## config.mk

```make
export PLATFORM = sky130hd
export DESIGN_NAME = arm_mem_responder
export DESIGN_NICKNAME = d
export VERILOG_FILES = /design/src/rtl/arm_mem_responder_pkg.sv /design/src/rtl/mem_ram.sv /design/src/rtl/arm_mem_responder.sv
export SDC_FILE = /design/constraint.sdc
export NUM_CORES = 2
export LEC_CHECK = 0
export CORE_ASPECT_RATIO = 0.8
export CORE_MARGIN = 2
export CORE_UTILIZATION = 50
export DETAILED_ROUTE_END_ITERATION = 6
export PLACE_DENSITY = 0.66
export SYNTH_ARGS = -nofsm -noshare
export SYNTH_HDL_FRONTEND = slang
export SYNTH_SLANG_ARGS = --single-unit
```

## constraint.sdc

```tcl
create_clock -name clk -period 5.8 [get_ports clk]
set_input_delay 0.87 -clock clk [delete_from_list [all_inputs] [get_ports clk]]
set_output_delay 0.87 -clock clk [all_outputs]
set_load 0.01 [all_outputs]
```

## src/rtl/arm_mem_responder_pkg.sv

```systemverilog
// Shared types and defaults for the ARM core memory responder.
// Holds the responder state encoding, mailbox defaults and the word-index width helper.
package arm_mem_pkg;

    typedef enum logic [1:0] {
        S_LOAD = 2'd0,
        S_IDLE = 2'd1,
        S_BUSY = 2'd2,
        S_RESP = 2'd3
    } state_t;

    localparam logic [31:0] DEFAULT_PASS_ADDR   = 32'd100;
    localparam logic [31:0] DEFAULT_PASS_VALUE  = 32'd7;
    localparam logic [31:0] DEFAULT_IGNORE_ADDR = 32'd96;

    function automatic int idx_width(input int unsigned depth);
        return $clog2(depth);
    endfunction

endpackage

```

## src/rtl/mem_ram.sv

```systemverilog
// Single-port word RAM: synchronous write, asynchronous read.
// The same address drives both the read and the write side.
module mem_ram #(
    parameter int unsigned DEPTH = 32'd64,
    parameter int          AW    = 6
) (
    input  logic          clk,
    input  logic          we_i,
    input  logic [AW-1:0] addr_i,
    input  logic [31:0]   wdata_i,
    output logic [31:0]   rdata_o
);

    logic [31:0] mem_q [DEPTH];

    // Word write on the rising edge; contents are deliberately never cleared.
    always_ff @(posedge clk) begin
        if (we_i) begin
            mem_q[addr_i] <= wdata_i;
        end
    end

    assign rdata_o = mem_q[addr_i];

endmodule

```

## src/rtl/arm_mem_responder.sv

```systemverilog
// Memory-side responder for the multicycle ARM core bus: image load port,
// wait-stated fetch/load/store service and a sticky pass/fail mailbox.
module arm_mem_responder
    import arm_mem_pkg::*;
#(
    parameter int unsigned DEPTH       = 32'd64,
    parameter int unsigned WAIT_STATES = 32'd0,
    parameter logic [31:0] PASS_ADDR   = DEFAULT_PASS_ADDR,
    parameter logic [31:0] PASS_VALUE  = DEFAULT_PASS_VALUE,
    parameter logic [31:0] IGNORE_ADDR = DEFAULT_IGNORE_ADDR
) (
    input  logic        clk,
    input  logic        reset,
    input  logic        MemReq,
    input  logic        MemWrite,
    input  logic [31:0] Adr,
    input  logic [31:0] WriteData,
    output logic [31:0] ReadData,
    output logic        MemReady,
    input  logic        LoadValid,
    input  logic [31:0] LoadData,
    input  logic        LoadLast,
    output logic        LoadReady,
    output logic        Done,
    output logic        Pass,
    output logic        Fail,
    output logic        AddrErr
);

    localparam int AW = idx_width(DEPTH);

    state_t        state_q, state_d;
    logic [AW-1:0] load_ptr_q, load_ptr_d;
    logic [3:0]    cnt_q, cnt_d;
    logic [29:0]   widx_q, widx_d;
    logic          wr_q, wr_d;
    logic [31:0]   wdata_q, wdata_d;
    logic          oor_q, oor_d;
    logic          ready_q, ready_d;
    logic [31:0]   rdata_q, rdata_d;
    logic          done_q, done_d;
    logic          pass_q, pass_d;
    logic          fail_q, fail_d;
    logic          aerr_q, aerr_d;

    logic          ram_we_s;
    logic [AW-1:0] ram_addr_s;
    logic [31:0]   ram_wdata_s;
    logic [31:0]   ram_rdata_s;
    logic          unused_adr_s;

    assign unused_adr_s = ^Adr[1:0];

    mem_ram #(
        .DEPTH (DEPTH),
        .AW    (AW)
    ) u_ram (
        .clk     (clk),
        .we_i    (ram_we_s && !reset),
        .addr_i  (ram_addr_s),
        .wdata_i (ram_wdata_s),
        .rdata_o (ram_rdata_s)
    );

    // Next-state logic for the FSM, wait counter, RAM port mux and mailbox.
    always_comb begin
        state_d     = state_q;
        load_ptr_d  = load_ptr_q;
        cnt_d       = cnt_q;
        widx_d      = widx_q;
        wr_d        = wr_q;
        wdata_d     = wdata_q;
        oor_d       = oor_q;
        ready_d     = 1'b0;
        rdata_d     = 32'h0000_0000;
        done_d      = done_q;
        pass_d      = pass_q;
        fail_d      = fail_q;
        aerr_d      = aerr_q;
        ram_we_s    = 1'b0;
        ram_addr_s  = widx_q[AW-1:0];
        ram_wdata_s = wdata_q;

        case (state_q)
            S_LOAD: begin
                ram_addr_s  = load_ptr_q;
                ram_wdata_s = LoadData;
                if (LoadValid) begin
                    ram_we_s   = 1'b1;
                    load_ptr_d = load_ptr_q + AW'(1);
                    if (LoadLast || (load_ptr_q == AW'(DEPTH - 32'd1))) begin
                        state_d = S_IDLE;
                    end else begin
                        state_d = S_LOAD;
                    end
                end else begin
                    state_d = S_LOAD;
                end
            end
            S_IDLE: begin
                if (MemReq) begin
                    widx_d  = Adr[31:2];
                    wr_d    = MemWrite;
                    wdata_d = WriteData;
                    oor_d   = ({2'b00, Adr[31:2]} >= 32'(DEPTH));
                    cnt_d   = 4'(WAIT_STATES);
                    state_d = S_BUSY;
                end else begin
                    state_d = S_IDLE;
                end
            end
            S_BUSY: begin
                if (cnt_q == 4'd0) begin
                    state_d = S_RESP;
                end else begin
                    cnt_d   = cnt_q - 4'd1;
                    state_d = S_BUSY;
                end
            end
            S_RESP: begin
                ready_d = 1'b1;
                state_d = S_IDLE;
                if (oor_q) begin
                    aerr_d = 1'b1;
                end else begin
                    aerr_d = aerr_q;
                end
                // Only in-range stores commit and feed the mailbox; first event wins.
                if (wr_q && !oor_q) begin
                    ram_we_s = 1'b1;
                    if (done_q) begin
                        done_d = done_q;
                    end else if ((widx_q == PASS_ADDR[31:2]) && (wdata_q == PASS_VALUE)) begin
                        pass_d = 1'b1;
                        done_d = 1'b1;
                    end else if (widx_q == IGNORE_ADDR[31:2]) begin
                        done_d = done_q;
                    end else begin
                        fail_d = 1'b1;
                        done_d = 1'b1;
                    end
                end else if (!wr_q && !oor_q) begin
                    rdata_d = ram_rdata_s;
                end else begin
                    rdata_d = 32'h0000_0000;
                end
            end
            default: begin
                state_d = S_LOAD;
            end
        endcase
    end

    // State and output registers with synchronous active-high reset.
    always_ff @(posedge clk) begin
        if (reset) begin
            state_q    <= S_LOAD;
            load_ptr_q <= '0;
            cnt_q      <= 4'd0;
            widx_q     <= 30'd0;
            wr_q       <= 1'b0;
            wdata_q    <= 32'h0000_0000;
            oor_q      <= 1'b0;
            ready_q    <= 1'b0;
            rdata_q    <= 32'h0000_0000;
            done_q     <= 1'b0;
            pass_q     <= 1'b0;
            fail_q     <= 1'b0;
            aerr_q     <= 1'b0;
        end else begin
            state_q    <= state_d;
            load_ptr_q <= load_ptr_d;
            cnt_q      <= cnt_d;
            widx_q     <= widx_d;
            wr_q       <= wr_d;
            wdata_q    <= wdata_d;
            oor_q      <= oor_d;
            ready_q    <= ready_d;
            rdata_q    <= rdata_d;
            done_q     <= done_d;
            pass_q     <= pass_d;
            fail_q     <= fail_d;
            aerr_q     <= aerr_d;
        end
    end

    assign ReadData  = rdata_q;
    assign MemReady  = ready_q;
    assign LoadReady = (state_q == S_LOAD);
    assign Done      = done_q;
    assign Pass      = pass_q;
    assign Fail      = fail_q;
    assign AddrErr   = aerr_q;

endmodule

```

==> flow_summary.toml <==
[sta]
relSlewSlack_pct = 12.9
finalCritPeriodShare_pct = 75.7
setup_viol = 0
rsz0062_at_grt = "false"
worst_pin_slew_ns = 1.31
clock_skew_ns = 0.0228
tns_ns = 0
slew_viol_final = 0
max_freq_mhz = 228
finalHoldViolCount = 0
finalCriticalPeriod_ns = 4.39
setup_ws_ns = 1.41

[cts]
post-cts-setup-buffers = 0
cts_resized = 0
ctsRootBufferMaster = "clkbuf_16"
postCtsHoldBufs = 0
cts_tree = "done"
cts.clk_slew.worst_paths_ns = 0.07
cts_buffer_depth = 3
clock-sinks = 2161
h-tree-depth = 4
cts_buffers = 195
clk_latency_ns = 0.84

[detailed_routing]
dr_total_vias = 45700
dr.pass1.iters = 7
routed_via_density = 6.74
drcViolationCount = 7
post_drt_wl_per_cell_um = 34.3
drtIter0Drc = 8257
postRouteAntennaNets = 0
routed_wl_um = 233000

[power_and_ir_drop]
combPwrFrac_pct = 4.7
pwr-share-seq_pct = 54.1
cellPowerDensity_mw_per_mm2 = 353
p_total_uw = 31800
power.leakage_uw = 0.0266
p_clk_share_pct = 41.2
p_sw_share_pct = 21.5
p_int_uw = 25000
p_sw_uw = 6850
ir_worst_vdd_uv = 259

[setup_path]
required_ns = 6.33
crit_fanout = 38
cpMaxStageDelayCell = "nor2_4"
crit_chain = "inv_1 -> ha_2 -> buf_4 -> nand2_1 -> a21boi_1 -> buf_4 -> nand2_1 -> nor2_4 -> buf_4"
start_kind = "register"
reg2reg_setup_slack_ns = 1.41
end_kind = "register"
rr_worst_depth = 9
crit_path_end = "u_ram.mem_q[24][11]$_DFFE_PP_"
critPathArrivalTime_ns = 4.92
critical_path_class = "reg -> reg"
slowest_delay_ns = 0.99
startpoint = "state_q[0]$_SDFF_PP0_"
rr_startpoint = "state_q[0]$_SDFF_PP0_"
cpMostUsedCell = "buf_4"
rr_endpoint = "u_ram.mem_q[24][11]$_DFFE_PP_"

[yosys]
async_flop_share_pct = 0
netlist_top_cells_area = "edfxtp_1, a22oi_1, dfxtp_1"
yosysUniqueCellTypes = 50
netlist_area_mm2 = 0.0785
synthCells = 4288
synth_edf_count = 2048
yosysTopAreaCell = "edfxtp_1"
syn-num-nets = 4397
postSynthAreaPerCell_um2 = 18.3
yosys.area.top_type_share_pct = 78.4
yosysSeqAreaShare_pct = 81.3
yosysWarnings = 0
yosys_most_used_dff = "edfxtp_1"
synth-seq-cells = 2161

[layout]
drive_above_1_share_pct = 14.9
final_core_utilization_pct = 58.0
nets = 4626
nFillCells = 11400
area_growth_pct = 14.8

[floorplan]
io_pins = 140
core_area_mm2 = 0.155
initial_core_util_pct = 50.5
rows = 129
dieWidth_um = 447
die_area_mm2 = 0.160
die_y_um = 358

[run_status]
violations = "design-rule violations"
status = "complete, but fails checks"

[placed_design]
place_congestion = 0.846
io_buffers = 137
dp_hpwl_um = 128000
dp_slack_ns = 1.48

[global_routing]
grt_overflow = 0
first_global_vias = 43400
antenna_found_initial = 1
grt_pass1_wl_um = 325000
grt_usage_pct = 28.7
grt_max_degree = 102

[job]
maxCapViolations = 0

[worst_hold_path]
hp-class = "reg -> reg"
-- state kept, by name, indices dropped and copies added, names as in the netlist, 4 cells and up, named ones only --
signal and count:
ReadData 32, widx_q 30, load_ptr_q 6, cnt_q 4, wdata_q 32, u_ram.mem_q 2048
-- cell usage in the layout, fill, tap and decap left out, drive strengths merged, types with 2 or more instances in the layout --
cell type,Yosys,routed
a21oi,104,104
a222oi,102,102
a22oi,820,820
a31oi,103,103
a41oi,154,154
and2,4,4
and3,10,10
buf,177,189
bufinv,0,22
clkbuf,116,241
clkdlybuf4s50,0,136
clkinv,0,85
clkinvlp,0,9
dfxtp,113,113
diode,0,2
edfxtp,2048,2048
ha,7,7
inv,12,22
mux2,135,135
mux2i,3,3
nand2,157,157
nand2b,6,6
nand3,5,5
nand3b,2,2
nand4,7,7
nor2,67,67
nor2b,3,3
nor3,11,11
nor3b,2,2
nor4,82,82
nor4b,3,3
nor4bb,3,3
o21ai,7,7
o22ai,2,2
o32ai,3,3
or2,3,3
or4,3,3
xnor2,4,4
xor2,3,3
-- synth_stat cells, types with 3 or more instances --
| master | instances |
|---|---|
| nand4_1 | 7 |
| a22oi_1 | 820 |
| mux2i_1 | 3 |
| buf_2 | 164 |
| o32ai_2 | 3 |
| nor2b_1 | 3 |
| a21oi_1 | 104 |
| nand2b_1 | 5 |
| clkbuf_1 | 115 |
| edfxtp_1 | 2048 |
| o21ai_0 | 4 |
| a222oi_1 | 102 |
| inv_1 | 12 |
| nor4b_1 | 3 |
| and3_1 | 10 |
| nor3_1 | 11 |
| mux2_2 | 133 |
| nand3_1 | 5 |
| xnor2_1 | 4 |
| ha_1 | 7 |
| a41oi_1 | 154 |
| nor4bb_1 | 3 |
| or4_1 | 3 |
| a31oi_1 | 103 |
| xor2_1 | 3 |
| dfxtp_1 | 113 |
| buf_1 | 6 |
| nand2_1 | 157 |
| nor4_1 | 82 |
| buf_4 | 7 |
| nor2_1 | 67 |
| and2_1 | 4 |
-- worst min-delay path by stage --
stage / cells past startpoint / endpoint / start
after global routing: 2 / widx_q[7]$_SDFFE_PP0P_ / widx_q[7]$_SDFFE_PP0P_
final: 2 / widx_q[22]$_SDFFE_PP0P_ / widx_q[22]$_SDFFE_PP0P_
after floorplan: 2 / widx_q[27]$_SDFFE_PP0P_ / widx_q[27]$_SDFFE_PP0P_
after CTS: 2 / widx_q[22]$_SDFFE_PP0P_ / widx_q[22]$_SDFFE_PP0P_
after global placement: 2 / widx_q[22]$_SDFFE_PP0P_ / widx_q[22]$_SDFFE_PP0P_
after detailed placement: 2 / widx_q[22]$_SDFFE_PP0P_ / widx_q[22]$_SDFFE_PP0P_
-- critical path, delay by kind of cell, from the launching register on --
| family | cells | cell delay (ns) |
|---|---|---|
| simple gates | 3 | 1.66 |
| buf+inv | 4 | 1.30 |
| fa+ha+maj | 1 | 0.49 |
| flops | 1 | 0.35 |
| compound gates | 1 | 0.24 |
-- metrics by stage --
step / cells / hold slack [ns] / area (µm²)
after CTS: 6783 / 0.456 / 90000
after global placement: 6416 / 0.442 / 83600
after floorplan: 4288 / 0.431 / 78500
after detailed placement: 6416 / 0.447 / 83600
final: 6785 / 0.455 / 90100
after global routing: 6783 / 0.474 / 90000
-- cell type report --
class,instances,area [µm²],share of cell area [%]
antenna,2,5.00,0.00556
clock buffer,241,5150,5.71
clock inverter,126,1320,1.46
inverter,12,45.0,0.0500
multi-input combinational,1822,13800,15.4
sequential,2161,63800,70.8
tap,2096,2620,2.91
timing repair buffer,325,3320,3.68
-- metal layers --
layer,global-route usage [%],wire [µm],share of wire (%),vias to the layer above
li1,-,-,-,18600
met1,42.1,91100,39,23400
met5,0,0,0,-
met3,6.00,29200,13,424
met4,10.2,8020,3.4,0
met2,42.8,104000,45,3279
-- kinds of logic after synthesis --
logic type	share of synthesized area (%)
AO/OA/AOI/OAI	12.5
XOR/XNOR	0.0781
adder cells (fa/ha/maj)	0.112
buffers and inverters	1.76
flip-flops	81.3
multiplexers	1.98
AND/OR/NAND/NOR	2.26
-- power groups by stage --
stage	Sequential (µW)	Combinational, µW	Clock [µW]
2_1_floorplan	17500	853	0
3_5_place_dp	17600	1460	0
6_report	17200	1490	13100
3_3_place_gp	17600	1440	0
4_1_cts	17200	1470	13200
5_1_grt	17200	1570	13700
Note: power is estimated with default switching activity, not from simulation.
